`src/rtl/cpu_datapath.sv`:
```
// Single-cycle CPU datapath: nine-entry register file (R0-R7 plus temp R8),
// function unit with Z/N/C/V flag generation, and data-memory interface.
module cpu_datapath #(
  parameter int bw = 16
) (
  input  logic          clk,
  input  logic          rst,
  input  logic [12:0]   cw,
  input  logic [2:0]    DA,
  input  logic [2:0]    AA,
  input  logic [2:0]    BA,
  input  logic [bw-1:0] mem_rdata,
  output logic [3:0]    psw,
  output logic [bw-1:0] mem_addr,
  output logic [bw-1:0] mem_wdata,
  output logic          mem_we
);

  logic [3:0] fs;
  logic       mb, md, rw, mw, psl, td, ta, tb;
  logic       unused_cw0;

  assign fs         = cw[12:9];
  assign mb         = cw[8];
  assign md         = cw[7];
  assign rw         = cw[6];
  assign mw         = cw[5];
  assign psl        = cw[4];
  assign td         = cw[3];
  assign ta         = cw[2];
  assign tb         = cw[1];
  assign unused_cw0 = cw[0];

  logic [bw-1:0] regs [0:7];
  logic [bw-1:0] r8;
  logic [bw-1:0] bus_a, bus_b, bus_d, b_src;

  assign bus_a = ta ? r8 : regs[AA];
  assign b_src = tb ? r8 : regs[BA];
  assign bus_b = mb ? {{(bw-3){1'b0}}, BA} : b_src;

  // Adder operand/carry selection shared by all arithmetic codes
  logic [bw-1:0] op2;
  logic          cin;
  logic [bw:0]   sum;

  always_comb begin
    op2 = '0;
    cin = 1'b0;
    case (fs)
      4'b0001: cin = 1'b1;
      4'b0010: op2 = bus_b;
      4'b0011: begin op2 = bus_b;  cin = 1'b1; end
      4'b0100: op2 = ~bus_b;
      4'b0101: begin op2 = ~bus_b; cin = 1'b1; end
      4'b0110: op2 = '1;
      default: ;
    endcase
    sum = {1'b0, bus_a} + {1'b0, op2} + {{bw{1'b0}}, cin};
  end

  logic [bw-1:0] f;
  logic          z, n, c, v;

  always_comb begin
    f = bus_a;
    c = 1'b0;
    v = 1'b0;
    case (fs)
      4'b0001, 4'b0010, 4'b0011, 4'b0100, 4'b0101, 4'b0110: begin
        f = sum[bw-1:0];
        c = sum[bw];
        v = (bus_a[bw-1] == op2[bw-1]) && (sum[bw-1] != bus_a[bw-1]);
      end
      4'b1000: f = bus_a & bus_b;
      4'b1001: f = bus_a | bus_b;
      4'b1010: f = bus_a ^ bus_b;
      4'b1011: f = ~bus_a;
      4'b1100: f = bus_b;
      4'b1101: begin f = {1'b0, bus_b[bw-1:1]};         c = bus_b[0];    end
      4'b1110: begin f = {bus_b[bw-2:0], 1'b0};         c = bus_b[bw-1]; end
      4'b1111: begin f = {bus_b[bw-1], bus_b[bw-1:1]};  c = bus_b[0];    end
      default: f = bus_a;
    endcase
  end

  assign z     = (f == '0);
  assign n     = f[bw-1];
  assign bus_d = md ? mem_rdata : f;

  // Writes use pre-edge operands, so DA==AA gives a one-cycle read-modify-write
  always_ff @(posedge clk or posedge rst) begin
    if (rst) begin
      for (int i = 0; i < 8; i++) regs[i] <= '0;
      r8 <= '0;
    end else if (rw) begin
      if (td) r8 <= bus_d;
      else    regs[DA] <= bus_d;
    end
  end

  always_ff @(posedge clk or posedge rst) begin
    if (rst)      psw <= 4'b0000;
    else if (psl) psw <= {z, n, c, v};
  end

  assign mem_addr  = bus_a;
  assign mem_wdata = bus_b;
  assign mem_we    = mw;

endmodule

```
`config.mk`:
```
export PLATFORM = sky130hd
export DESIGN_NAME = cpu_datapath
export DESIGN_NICKNAME = d
export VERILOG_FILES = /design/src/rtl/cpu_datapath.sv
export SDC_FILE = /design/constraint.sdc
export NUM_CORES = 1
export LEC_CHECK = 0
export BUFFER_PORTS_ARGS = -buffer_cell sky130_fd_sc_hd__clkbuf_2
export CAP_MARGIN = 5
export CORE_MARGIN = 10
export CORE_UTILIZATION = 43
export DETAILED_ROUTE_END_ITERATION = 16
export PLACE_DENSITY = 0.56
export RECOVER_POWER = 50
export SLEW_MARGIN = 25
export SYNTH_ARGS = -nofsm -noshare
export SYNTH_HDL_FRONTEND = slang
export SYNTH_SLANG_ARGS = --single-unit
```
`constraint.sdc`:
```
create_clock -name clk -period 7.8 [get_ports clk]
set_clock_uncertainty 0.15 [all_clocks]
set_input_delay 0.39 -clock clk [delete_from_list [all_inputs] [get_ports clk]]
set_output_delay 0.39 -clock clk [all_outputs]
set_load 0.05 [all_outputs]
```
==> results.py, run 1 <==
metrics = {
    "global_routing": {
        "grt_pass1_wl_um": 54680,
        "grt_met1_usage_pct": 27.93,
        "grt_pass1_vias": 9102,
        "grt_max_degree": 69,
        "gr-usage-met2_pct": 34.91,
        "grt_busiest_layer": "met2",
        "global_route.usage.met3_pct": 3.112,
        "grt_overflow_total": 0,
        "initial_antenna_violation_count": 0,
        "total_global_routing_track_utilization_pct": 21.09,
    },
    "critical_path": {
        "critPathLaunchType": "primary input",
        "critical_path.max_stage_delay_ns": 0.82,
        "path_cells": "clkbuf_1 -> mux4_2 -> mux2i_1 -> nand2_1 -> o21ai_0 -> o21ai_1 -> mux2i_1 -> nor2_1 -> fa_1 -> fa_1 -> a211oi_1 -> o21ai_0 -> a31oi_1 -> mux2i_1 -> o41ai_1 -> o2111ai_1 -> or4_1 -> or4_1 -> o32ai_2",
        "worst_path_max_delay_cell": "sky130_fd_sc_hd__clkbuf_1",
        "cpMostUsedCell": "sky130_fd_sc_hd__mux2i_1",
        "critical_path_peak_fanout": 15,
        "crit_path_end_kind": "flip-flop",
        "timing.critical_path.max_delay_family": "compound AO/OA/AOI/OAI gates",
        "endpoint_of_the_worst_register_to_register_path": "psw[3]$_DFFE_PP0P_",
        "reg2regPathDepth": 18,
        "critical_path.reg2reg.startpoint": "regs[0]$_DFFE_PP0P_",
        "timing.setup.critical_path_class": "in -> reg",
        "worst-path-stages": 19,
        "worst_setup_path_end": "psw[3]$_DFFE_PP0P_",
        "setup.worst_path.start": "BA[1]",
        "ff2ff_setup_slack_ns": 1.77,
        "critical_path_buf_inv_count": 1,
        "critical_path_arrival_ns": 6.77,
        "timing.critical_path.required_ns": 7.99,
    },
    "power_and_ir_drop": {
        "irDropWorstVdd_v": 0.0001381,
        "power_leakage_nw": 5.543,
        "power_density_nw_per_um2": 252.6,
    },
    "yosys": {
        "synth_fp_nets": 1224,
        "gate_count_of_the_mapped_netlist": 1135,
        "post_synth_instance_area_sq_um": 10940,
        "fraction_of_the_yosys_area_taken_by_sequential_cells_pct": 33.86,
        "yosysWarnings": 0,
        "flops_latches_synth": 148,
        "synth_enable_flop_cells": 0,
        "postSynthAreaPerCell_sq_um": 9.636,
        "post_synth_arst_share_pct": 100.0,
        "ys.flop_type": "sky130_fd_sc_hd__dfrtp_1",
        "synth.distinct_cells": 82,
    },
    "clocking": {
        "worst_skew_pair.late_latency_ns": 0.42,
        "cts_max_path_buffers": 2,
        "clk_root_buffer_cell": "sky130_fd_sc_hd__clkbuf_16",
        "cts.reportedPaths.clkPinSlew_ns": 0.06,
        "clock_tree_from_tritoncts": "built",
        "cts.htree.levels": 4,
        "numCtsBuffers": 17,
        "tritoncts_num_sinks": 148,
        "cts_setup_buffers": 0,
    },
    "timing": {
        "postLayoutSetupSlackWorst_ns": 1.214,
        "maxClockFrequency_mhz": 151.8,
        "worst_margin_pin_slew_ns": 3.020,
        "grt_setup_unrepaired": "false",
        "final_critical_period_ns": 6.586,
        "maxSlewHeadroom_pct": -102.5,
        "final-max-slew-violation-count": 153,
        "fin_setup_tns_ns": 0,
        "setup-violations-final": 0,
        "hold_ws_ns": 0.09631,
        "final_min_period_over_clock_period_pct": 84.44,
        "finalHoldViolations": 0,
    },
    "drt": {
        "drt.antenna.violating_nets": 0,
        "first_pass_iters": 5,
        "drt-vias-per-instance": 6.041,
        "drt-total-wl_um": 34850,
        "route.detailed.drc": 0,
        "drt-wirelength-per-cell_um": 22.99,
        "drt-initial-drc-count": 790,
        "via_count": 9158,
    },
    "placed_design": {
        "dp_hpwl_um": 25290,
        "detailedPlace.worstSlack_ns": 1.123,
        "io_buffers": 73,
        "gpl.final_weighted_congestion": 0.9204,
    },
    "die": {
        "die_area_sq_um": 32210,
        "core_region_area_sq_um": 25110,
        "initial_utilization_pct": 43.56,
        "dieHeight_um": 179.5,
        "die_w_um": 179.5,
        "floorplan.io_pins": 77,
        "std_cell_rows": 58,
    },
    "finish": {
        "drive_gt1_share_pct": 18.21,
        "design.final.nets": 1262,
        "areaGrowthSynthToFinish_pct": 10.13,
        "postLayoutCoreUtil_pct": 47.97,
        "antenna_cells": 0,
    },
    "worst_hold_path": {
        "hp-class": "in -> reg",
        "min-delay-start": "cw[4]",
    },
    "flow_run": {
        "maxCapViolCount": 3,
    },
    "status": {
        "violations_in_the_final_reports": "max-capacitance violations, max-slew violations",
        "status": "finished, violations left",
    },
}
worst reg2reg max path: stages, from the launching register on:
cell and delay, ns:
sky130_fd_sc_hd__dfrtp_1 0.39, sky130_fd_sc_hd__mux4_2 0.46, sky130_fd_sc_hd__mux2i_1 0.37, sky130_fd_sc_hd__nand2_1 0.09
sky130_fd_sc_hd__o21ai_0 0.08, sky130_fd_sc_hd__o21ai_1 0.28, sky130_fd_sc_hd__mux2i_1 0.25, sky130_fd_sc_hd__nor2_1 0.08
sky130_fd_sc_hd__fa_1 0.42, sky130_fd_sc_hd__fa_1 0.45, sky130_fd_sc_hd__a211oi_1 0.42, sky130_fd_sc_hd__o21ai_0 0.28
sky130_fd_sc_hd__a31oi_1 0.27, sky130_fd_sc_hd__mux2i_1 0.13, sky130_fd_sc_hd__o41ai_1 0.39, sky130_fd_sc_hd__o2111ai_1 0.16
sky130_fd_sc_hd__or4_1 0.49, sky130_fd_sc_hd__or4_1 0.55, sky130_fd_sc_hd__o32ai_2 0.21
cell families after synthesis:
kind of cell	count (synthesis)	share of synthesized area (%)
simple gates	344	13.80
xor+xnor	12	0.9610
compound gates	312	18.53
mux	134	21.43
fa+ha+maj	49	5.743
flops	148	33.86
buf+inv	136	5.674
flip-flops by register name, summed over array words and instances (netlist names):
register / count
r8: 16
psw: 4
regs: 128
power breakdown:
part | internal [mW] | total [mW] | switching (mW)
Combinational | 0.447 | 1.10 | 0.648
Clock | 0.520 | 0.846 | 0.326
Sequential | 0.954 | 1.10 | 0.146
cells in the final DEF, fill, tap and decap left out, types with 8 or more instances in the layout:
| master | synthesis | final |
|---|---|---|
| sky130_fd_sc_hd__a21oi_1 | 61 | 61 |
| sky130_fd_sc_hd__buf_4 | 1 | 21 |
| sky130_fd_sc_hd__clkbuf_1 | 42 | 16 |
| sky130_fd_sc_hd__clkbuf_16 | 0 | 17 |
| sky130_fd_sc_hd__clkbuf_2 | 1 | 60 |
| sky130_fd_sc_hd__dfrtp_1 | 148 | 148 |
| sky130_fd_sc_hd__ha_1 | 47 | 47 |
| sky130_fd_sc_hd__inv_1 | 54 | 53 |
| sky130_fd_sc_hd__mux2_2 | 43 | 43 |
| sky130_fd_sc_hd__mux2i_1 | 23 | 23 |
| sky130_fd_sc_hd__mux4_1 | 30 | 30 |
| sky130_fd_sc_hd__mux4_2 | 34 | 34 |
| sky130_fd_sc_hd__nand2_1 | 195 | 194 |
| sky130_fd_sc_hd__nand2b_1 | 10 | 10 |
| sky130_fd_sc_hd__nand3_1 | 8 | 8 |
| sky130_fd_sc_hd__nor2_1 | 71 | 71 |
| sky130_fd_sc_hd__nor2b_1 | 10 | 10 |
| sky130_fd_sc_hd__nor3_1 | 10 | 10 |
| sky130_fd_sc_hd__o211ai_1 | 8 | 8 |
| sky130_fd_sc_hd__o21ai_0 | 126 | 125 |
| sky130_fd_sc_hd__o221ai_1 | 13 | 16 |
| sky130_fd_sc_hd__o22ai_1 | 22 | 22 |
| sky130_fd_sc_hd__o32ai_1 | 8 | 8 |
| sky130_fd_sc_hd__xnor2_1 | 10 | 10 |
metrics by stage:
step,instance area (sq um),instances,power [mW]
after floorplan,10940,1135,1.908
final,12040,1516,3.042
after global placement,11480,1482,2.178
after detailed placement,11500,1483,2.202
after global routing,12040,1516,3.225
after CTS,12130,1516,3.058
layout make-up:
class / count / area (sq um)
clock buffer: 20 / 456.7
clock inverter: 12 / 153.9
fill: 2411 / 13070
inverter: 58 / 219.0
multi-input combinational: 851 / 6574
sequential: 148 / 3704
tap: 330 / 412.9
timing repair buffer: 97 / 524.3
worst min-delay path by stage:
stage / end / slack [ns] / depth (start not counted)
6_report: psw[3]$_DFFE_PP0P_ / 0.1 / 2
2_1_floorplan: r8[10]$_DFFE_PP0P_ / 0.30 / 2
3_3_place_gp: r8[10]$_DFFE_PP0P_ / 0.31 / 2
4_1_cts: psw[3]$_DFFE_PP0P_ / 0.08 / 2
3_5_place_dp: r8[10]$_DFFE_PP0P_ / 0.32 / 2
5_1_grt: psw[3]$_DFFE_PP0P_ / 0.09 / 2
what timing repair did:
| item | 4_1_cts | 5_1_grt |
|---|---|---|
| hold buffers | 1 | 0 |
| gates resized for setup | 0 | 0 |
| endpoints found under the hold margin | 67 | 0 |
cell usage after synthesis (4+ instances only):
library cell                  n  area (sq um)
sky130_fd_sc_hd__or3_1        5         31.28
sky130_fd_sc_hd__nand3b_1     6         45.04
sky130_fd_sc_hd__a211o_1      4         35.03
sky130_fd_sc_hd__o211ai_1     8         60.06
sky130_fd_sc_hd__o32ai_1      8         70.07
sky130_fd_sc_hd__a21oi_1     61         305.3
sky130_fd_sc_hd__buf_1        6         22.52
sky130_fd_sc_hd__nor2b_1     10         62.56
sky130_fd_sc_hd__nor3_1      10         50.05
sky130_fd_sc_hd__xnor2_1     10         87.58
sky130_fd_sc_hd__mux2i_1     23         230.2
sky130_fd_sc_hd__o221a_2      5         56.30
sky130_fd_sc_hd__mux4_1      30         788.3
sky130_fd_sc_hd__o22ai_1     22         137.6
sky130_fd_sc_hd__buf_2       21         105.1
sky130_fd_sc_hd__nor2_1      71         266.5
sky130_fd_sc_hd__inv_1       54         202.7
sky130_fd_sc_hd__o21ai_0    126         630.6
sky130_fd_sc_hd__mux4_2      34         765.7
sky130_fd_sc_hd__o2111ai_1    5         43.79
sky130_fd_sc_hd__a221oi_1     6         52.55
sky130_fd_sc_hd__o221ai_1    13         113.9
sky130_fd_sc_hd__dfrtp_1    148          3704
sky130_fd_sc_hd__mux2_2      43         484.2
sky130_fd_sc_hd__and3b_1      4         35.03
sky130_fd_sc_hd__ha_1        47         588.1
sky130_fd_sc_hd__nand2b_1    10         62.56
sky130_fd_sc_hd__clkbuf_1    42         157.7
sky130_fd_sc_hd__a22oi_1      4         30.03
sky130_fd_sc_hd__nand2_1    195         732.0
sky130_fd_sc_hd__a211oi_1     5         37.54
sky130_fd_sc_hd__and3_1       5         31.28
sky130_fd_sc_hd__buf_6        4         45.04
sky130_fd_sc_hd__nand3_1      8         40.04
routing by layer:
metal  vias up  share of wire (%)
met5         -                  0
li1       4272                  -
met3        35                4.4
met4         0                2.3
met1      4570                 44
met2       281                 49
(Power assumes the default switching activity.)
==> inputs of run 2 (changes only) <==
Settings changed: PLACE_DENSITY 0.56 to 0.58.
Clock period 7.8 ns to 5.3 ns, I/O delays scaled along.
==> run 2 against run 1 <==
Effect of this change:
- cell count is 4.4% higher
- cell area is 4.8% higher
- clock power is 50% higher
- utilization is 2.3 points higher
- the run still ends with max-capacitance violations, max-slew violations left
- global-route usage is 1.3 points higher
- critical path depth is 3 lower
==> results.py, run 2 (synthesis results as in run 1) <==
metrics = {
    "status": {
        "status": "finished, violations left",
        "violations_in_the_final_reports": "max-capacitance violations, max-slew violations",
    },
    "finish": {
        "largest_register": "regs",
        "areaGrowthSynthToFinish_pct": 15.46,
        "design.final.nets": 1329,
        "regArea_sq_um": 3704,
        "drive_gt1_share_pct": 23.34,
        "max_ffs_per_register": 128,
        "filler_cell_count": 2413,
        "layout.cells.most_common": "sky130_fd_sc_hd__nand2_1",
        "postLayoutCoreUtil_pct": 50.29,
        "postLayoutCellArea_sq_um": 12630,
        "multiInputGateArea_sq_um": 6646,
        "reg.largest.list": "regs x128, r8 x16, psw x4",
        "layout_common_cells": "sky130_fd_sc_hd__nand2_1, sky130_fd_sc_hd__dfrtp_1, sky130_fd_sc_hd__o21ai_0",
    },
    "clocking": {
        "numCtsBuffers": 17,
        "clk_root_buffer_cell": "sky130_fd_sc_hd__clkbuf_16",
        "cts.htree.levels": 4,
        "cts_max_path_buffers": 2,
        "clock_tree_from_tritoncts": "built",
        "cts.reportedPaths.clkPinSlew_ns": 0.07,
        "worst_skew_pair.late_latency_ns": 0.42,
        "tritoncts_num_sinks": 148,
    },
    "timing": {
        "worst_margin_pin_slew_ns": 2.655,
        "setup-violations-final": 0,
        "maxSlewHeadroom_pct": -76.98,
        "final-max-slew-violation-count": 153,
        "final_min_period_over_clock_period_pct": 97.39,
        "hold_ws_ns": 0.1578,
        "postLayoutSetupSlackWorst_ns": 0.1383,
        "final_critical_period_ns": 5.162,
        "grt_setup_unrepaired": "false",
        "maxClockFrequency_mhz": 193.7,
        "finalHoldViolations": 0,
    },
    "drt": {
        "via_count": 9519,
        "drt.antenna.violating_nets": 0,
        "first_pass_iters": 5,
        "route.detailed.drc": 0,
        "drt-vias-per-instance": 6.017,
        "drt-wirelength-per-cell_um": 23.08,
        "drt-total-wl_um": 36510,
        "drt-initial-drc-count": 844,
    },
    "critical_path": {
        "ff2ff_setup_slack_ns": 0.14,
        "setup.worst_path.start": "regs[80]$_DFFE_PP0P_",
        "endpoint_of_the_worst_register_to_register_path": "psw[3]$_DFFE_PP0P_",
        "timing.critical_path.required_ns": 5.49,
        "worst_setup_path_end": "psw[3]$_DFFE_PP0P_",
        "critical_path_arrival_ns": 5.35,
        "critPathLaunchType": "flip-flop",
        "reg2regPathDepth": 16,
        "critical_path.reg2reg.startpoint": "regs[80]$_DFFE_PP0P_",
        "crit_path_end_kind": "flip-flop",
        "timing.setup.critical_path_class": "reg -> reg",
        "critical_path_peak_fanout": 3,
    },
    "die": {
        "floorplan.io_pins": 77,
        "core_region_area_sq_um": 25110,
        "dieHeight_um": 179.5,
        "die_area_sq_um": 32210,
        "std_cell_rows": 58,
        "initial_utilization_pct": 43.56,
        "die_w_um": 179.5,
    },
    "power_and_ir_drop": {
        "power_leakage_nw": 5.868,
        "irDropWorstVdd_v": 0.0001618,
        "power_density_nw_per_um2": 368.5,
        "fin_total_pwr_mw": 4.653,
    },
    "flow_run": {
        "maxCapViolCount": 3,
    },
    "global_routing": {
        "total_global_routing_track_utilization_pct": 22.40,
        "grt_overflow_total": 0,
        "initial_antenna_violation_count": 1,
        "grt_max_degree": 67,
        "grt_pass1_vias": 9642,
        "grt_pass1_wl_um": 57570,
    },
    "placed_design": {
        "gpl.final_weighted_congestion": 0.9594,
        "io_buffers": 73,
        "dp_hpwl_um": 26650,
        "placed_area_sq_um": 12000,
        "detailedPlace.worstSlack_ns": -0.2597,
    },
    "worst_hold_path": {
        "hp-class": "in -> reg",
    },
}
## run 2: changes by cell type in the layout (fill, tap and decap cells not counted), moves of 2 or more
cell / previous run / this run
sky130_fd_sc_hd__clkbuf_2: 60 / 62
sky130_fd_sc_hd__o221ai_1: 16 / 14
sky130_fd_sc_hd__o21ai_0: 125 / 123
sky130_fd_sc_hd__clkbuf_1: 16 / 14
sky130_fd_sc_hd__clkinv_2: 3 / 1
sky130_fd_sc_hd__fa_1: 2 / 0
sky130_fd_sc_hd__fa_2: 0 / 2
sky130_fd_sc_hd__clkbuf_8: 2 / 0
sky130_fd_sc_hd__buf_4: 21 / 87
## run 2: power by group
group / internal [mW] / total (mW) / switching [mW]
Sequential: 1.40 / 1.61 / 0.210
Combinational: 0.760 / 1.77 / 1.01
Clock: 0.785 / 1.27 / 0.485
## run 2: final cells by class
class	instances	area share, %
Multi-Input combinational cell	851	52.64
Timing Repair Buffer	164	8.175
Inverter	58	1.734
Sequential cell	148	29.33
Clock buffer	18	3.399
Tap cell	330	3.270
Antenna cell	1	0.01982
Clock inverter	12	1.437
## run 2: per-layer routing
layer | vias to the layer above | share of wire [%] | wire, um | GRT usage [%]
li1 | 4394 | - | - | -
met1 | 4725 | 44 | 16110 | 29.46
met2 | 337 | 48 | 17430 | 36.65
met3 | 63 | 4.9 | 1776 | 3.153
met4 | 0 | 3.3 | 1193 | 8.568
met5 | - | 0 | 0 | 0
## run 2: stage by stage
stage	setup TNS, ns	cells
final	0	1582
after floorplan	0	1135
after global routing	0	1582
after CTS	0	1580
after global placement	-0.1824	1548
after detailed placement	-0.2597	1548
## run 2: worst min path at each step
| stage | slack (ns) | from | endpoint | cells after the start |
|---|---|---|---|---|
| 2_1_floorplan | 0.20 | cw[4] | psw[3]$_DFFE_PP0P_ | 1 |
| 3_3_place_gp | 0.12 | rst | regs[71]$_DFFE_PP0P_ | 2 |
| 3_5_place_dp | 0.12 | rst | regs[71]$_DFFE_PP0P_ | 2 |
| 4_1_cts | 0.15 | mem_rdata[4] | regs[100]$_DFFE_PP0P_ | 4 |
| 5_1_grt | 0.17 | mem_rdata[4] | regs[116]$_DFFE_PP0P_ | 4 |
| 6_report | 0.16 | mem_rdata[4] | regs[116]$_DFFE_PP0P_ | 4 |
## run 2: worst max-delay path, stage by stage, from the launching register on
cell                       delay (ns)
sky130_fd_sc_hd__dfrtp_1         0.38
sky130_fd_sc_hd__buf_4           0.14
sky130_fd_sc_hd__mux4_1          0.48
sky130_fd_sc_hd__mux2_4          0.31
sky130_fd_sc_hd__mux2i_4         0.16
sky130_fd_sc_hd__inv_2           0.07
sky130_fd_sc_hd__fa_2            0.42
sky130_fd_sc_hd__fa_2            0.40
sky130_fd_sc_hd__a211oi_4        0.26
sky130_fd_sc_hd__nor2_1          0.09
sky130_fd_sc_hd__xor2_1          0.15
sky130_fd_sc_hd__a211o_1         0.30
sky130_fd_sc_hd__o32ai_2         0.25
sky130_fd_sc_hd__nand4_1         0.21
sky130_fd_sc_hd__or4_4           0.62
sky130_fd_sc_hd__or4_1           0.50
sky130_fd_sc_hd__o32ai_2         0.20
## run 2: repair_timing
action | CTS | global route
pin swaps | 1 | 6
hold buffers | 2 | 0
buffers inserted | 0 | 1
resized for setup | 3 | 6
hold endpoints to repair | 36 | 0
endpoints found under the setup margin | 1 | 3
==> inputs of run 3 (changes only) <==
Settings changed: CTS_CLUSTER_DIAMETER set to 200.
Clock period 5.3 ns to 4.6 ns, I/O delays scaled along.
==> run 3 against run 2 <==
Effect of this change:
- setup slack worse by 0.54 ns
- die area stayed put
- via count is 4.6% higher
- utilization is 3.8 points higher
- highest routed layer unchanged
- flip-flop and latch count stayed put
- largest power group unchanged
- largest cell class unchanged
- the run ends with max-capacitance violations, max-slew violations, negative setup slack left
- combinational power is 34% higher
- wire length is 2.2% higher
- critical path depth is 3 higher
==> results.py, run 3 (synthesis results as in run 1) <==
metrics = {
    "critical_path": {
        "timing.setup.critical_path_class": "reg -> reg",
        "endpoint_of_the_worst_register_to_register_path": "psw[3]$_DFFE_PP0P_",
        "critical_path.reg2reg.startpoint": "regs[16]$_DFFE_PP0P_",
        "reg2regPathDepth": 19,
        "timing.critical_path.required_ns": 4.79,
        "critical_path_arrival_ns": 5.19,
        "ff2ff_setup_slack_ns": -0.40,
        "critPathLaunchType": "flip-flop",
        "critical_path_peak_fanout": 2,
        "crit_path_end_kind": "flip-flop",
    },
    "placed_design": {
        "io_buffers": 73,
        "dp_hpwl_um": 27390,
        "gpl.final_weighted_congestion": 0.9659,
    },
    "clocking": {
        "clk_root_buffer_cell": "sky130_fd_sc_hd__clkbuf_16",
        "cts.reportedPaths.clkPinSlew_ns": 0.06,
        "cts.htree.levels": 4,
        "cts_max_path_buffers": 2,
        "clock_tree_from_tritoncts": "built",
        "tritoncts_num_sinks": 148,
        "worst_skew_pair.late_latency_ns": 0.43,
        "numCtsBuffers": 17,
    },
    "power_and_ir_drop": {
        "power_leakage_nw": 6.440,
        "relative_contribution_of_combinational_cells_to_total_power_pct": 42.9,
        "share_seq_of_total_power_pct": 33.6,
        "power_density_nw_per_um2": 408.0,
        "pwr-share-clk_pct": 23.5,
        "irDropWorstVdd_v": 0.0002419,
        "internal_power_mw": 3.495,
        "power_switching_share_pct": 36.97,
        "switching_power_mw": 2.050,
    },
    "die": {
        "initial_utilization_pct": 43.56,
        "die_w_um": 179.5,
        "core_region_area_sq_um": 25110,
        "die_area_sq_um": 32210,
        "floorplan.io_pins": 77,
        "dieHeight_um": 179.5,
        "std_cell_rows": 58,
    },
    "drt": {
        "via_count": 9959,
        "first_pass_iters": 5,
        "drt-initial-drc-count": 939,
        "drt-vias-per-instance": 5.921,
        "route.detailed.drc": 0,
        "drt-total-wl_um": 37310,
        "drt.antenna.violating_nets": 0,
        "drt-wirelength-per-cell_um": 22.18,
    },
    "timing": {
        "fin_setup_tns_ns": -1.021,
        "postLayoutSetupSlackWorst_ns": -0.4000,
        "grt_setup_unrepaired": "true",
        "finalHoldViolations": 0,
        "maxClockFrequency_mhz": 200.0,
        "final-max-slew-violation-count": 86,
        "setup-violations-final": 19,
        "maxSlewHeadroom_pct": -121.6,
        "worst_margin_pin_slew_ns": 3.324,
        "final_min_period_over_clock_period_pct": 108.7,
        "final_critical_period_ns": 5.000,
    },
    "finish": {
        "postLayoutCoreUtil_pct": 54.12,
        "reg.largest.list": "regs x128, r8 x16, psw x4",
        "areaGrowthSynthToFinish_pct": 24.25,
        "filler_cell_count": 2269,
        "layout_common_cells": "sky130_fd_sc_hd__nand2_1, sky130_fd_sc_hd__buf_4, sky130_fd_sc_hd__dfrtp_1",
        "antenna_cells": 0,
        "largest_register": "regs",
        "regArea_sq_um": 3704,
        "design.final.nets": 1430,
        "multiInputGateArea_sq_um": 6887,
        "layout.cells.most_common": "sky130_fd_sc_hd__nand2_1",
        "max_ffs_per_register": 128,
        "drive_gt1_share_pct": 32.10,
    },
    "global_routing": {
        "grt_pass1_wl_um": 58150,
        "total_global_routing_track_utilization_pct": 22.55,
        "grt_max_degree": 86,
        "grt_overflow_total": 0,
        "initial_antenna_violation_count": 0,
        "grt_pass1_vias": 9932,
    },
    "status": {
        "violations_in_the_final_reports": "max-capacitance violations, max-slew violations, negative setup slack",
        "status": "finished, violations left",
    },
    "flow_run": {
        "maxCapViolCount": 1,
    },
    "worst_hold_path": {
        "hp-class": "in -> reg",
        "min_delay_path_depth": 3,
        "min-delay-start": "mem_rdata[6]",
        "whs_endpoint": "r8[6]$_DFFE_PP0P_",
    },
}
[run 3: layout make-up]
class / count / share of cell area, %
inverter: 58 / 1.602
clock inverter: 9 / 0.6077
sequential: 148 / 27.25
timing repair buffer: 264 / 13.43
clock buffer: 21 / 3.388
tap: 330 / 3.038
multi-input combinational: 852 / 50.68
[run 3: worst max path at each step]
stage / start / end / cells past startpoint
CTS: regs[16]$_DFFE_PP0P_ / psw[3]$_DFFE_PP0P_ / 19
floorplan: BA[2] / psw[3]$_DFFE_PP0P_ / 21
global placement: BA[1] / psw[3]$_DFFE_PP0P_ / 21
global route: regs[80]$_DFFE_PP0P_ / psw[3]$_DFFE_PP0P_ / 20
finish: regs[16]$_DFFE_PP0P_ / psw[3]$_DFFE_PP0P_ / 19
detailed placement: BA[1] / psw[3]$_DFFE_PP0P_ / 21
[run 3: power by group through the flow]
stage               clock network (mW)  logic (mW)  registers, mW
floorplan                            0        1.44           1.80
global placement                     0        2.19           1.86
detailed placement                   0        2.22           1.88
CTS                               1.32        2.29           1.85
global route                      1.37        2.58           1.90
finish                            1.30        2.38           1.86
[run 3: repair_timing]
| item | 4_1_cts | 5_1_grt |
|---|---|---|
| gates resized for setup | 30 | 41 |
| gates cloned | 1 | 2 |
| hold buffers | 2 | 0 |
| endpoints found under the hold margin | 86 | 0 |
| endpoints found under the setup margin | 32 | 97 |
| setup buffers | 7 | 4 |
| pin swaps | 11 | 10 |
[run 3: worst max-delay path, stage by stage (launching register included)]
cell	delay, ns
sky130_fd_sc_hd__dfrtp_1	0.38
sky130_fd_sc_hd__mux4_2	0.48
sky130_fd_sc_hd__mux2i_2	0.19
sky130_fd_sc_hd__buf_4	0.15
sky130_fd_sc_hd__nand2_2	0.04
sky130_fd_sc_hd__o21ai_2	0.08
sky130_fd_sc_hd__o21ai_4	0.09
sky130_fd_sc_hd__mux2i_1	0.17
sky130_fd_sc_hd__nor2_1	0.09
sky130_fd_sc_hd__fa_2	0.38
sky130_fd_sc_hd__fa_2	0.37
sky130_fd_sc_hd__buf_4	0.15
sky130_fd_sc_hd__xor2_1	0.14
sky130_fd_sc_hd__a22oi_1	0.14
sky130_fd_sc_hd__o2111ai_1	0.14
sky130_fd_sc_hd__o32ai_1	0.42
sky130_fd_sc_hd__nand4_1	0.23
sky130_fd_sc_hd__or4_4	0.48
sky130_fd_sc_hd__or4_4	0.43
sky130_fd_sc_hd__o32ai_2	0.20
[run 3: metrics by stage]
| stage | cells | hold slack [ns] | setup slack, ns | power, mW | instance area (sq um) |
|---|---|---|---|---|---|
| 2_1_floorplan | 1135 | 0.1666 | -0.2935 | 3.246 | 10990 |
| 3_3_place_gp | 1636 | 0.2797 | -0.5382 | 4.049 | 12690 |
| 3_5_place_dp | 1636 | 0.2858 | -0.6006 | 4.093 | 12690 |
| 4_1_cts | 1676 | 0.04981 | -0.4281 | 5.456 | 13410 |
| 5_1_grt | 1682 | 0.09000 | -0.6633 | 5.856 | 13590 |
| 6_report | 1682 | 0.04044 | -0.4000 | 5.545 | 13590 |
[run 3: per-layer routing]
metal | vias up | GRT usage [%] | part of all wire, %
met5 | - | 0 | 0
met4 | 0 | 9.659 | 3.6
met3 | 76 | 3.112 | 4.8
met2 | 341 | 36.89 | 47
met1 | 4929 | 29.31 | 44
li1 | 4613 | - | -
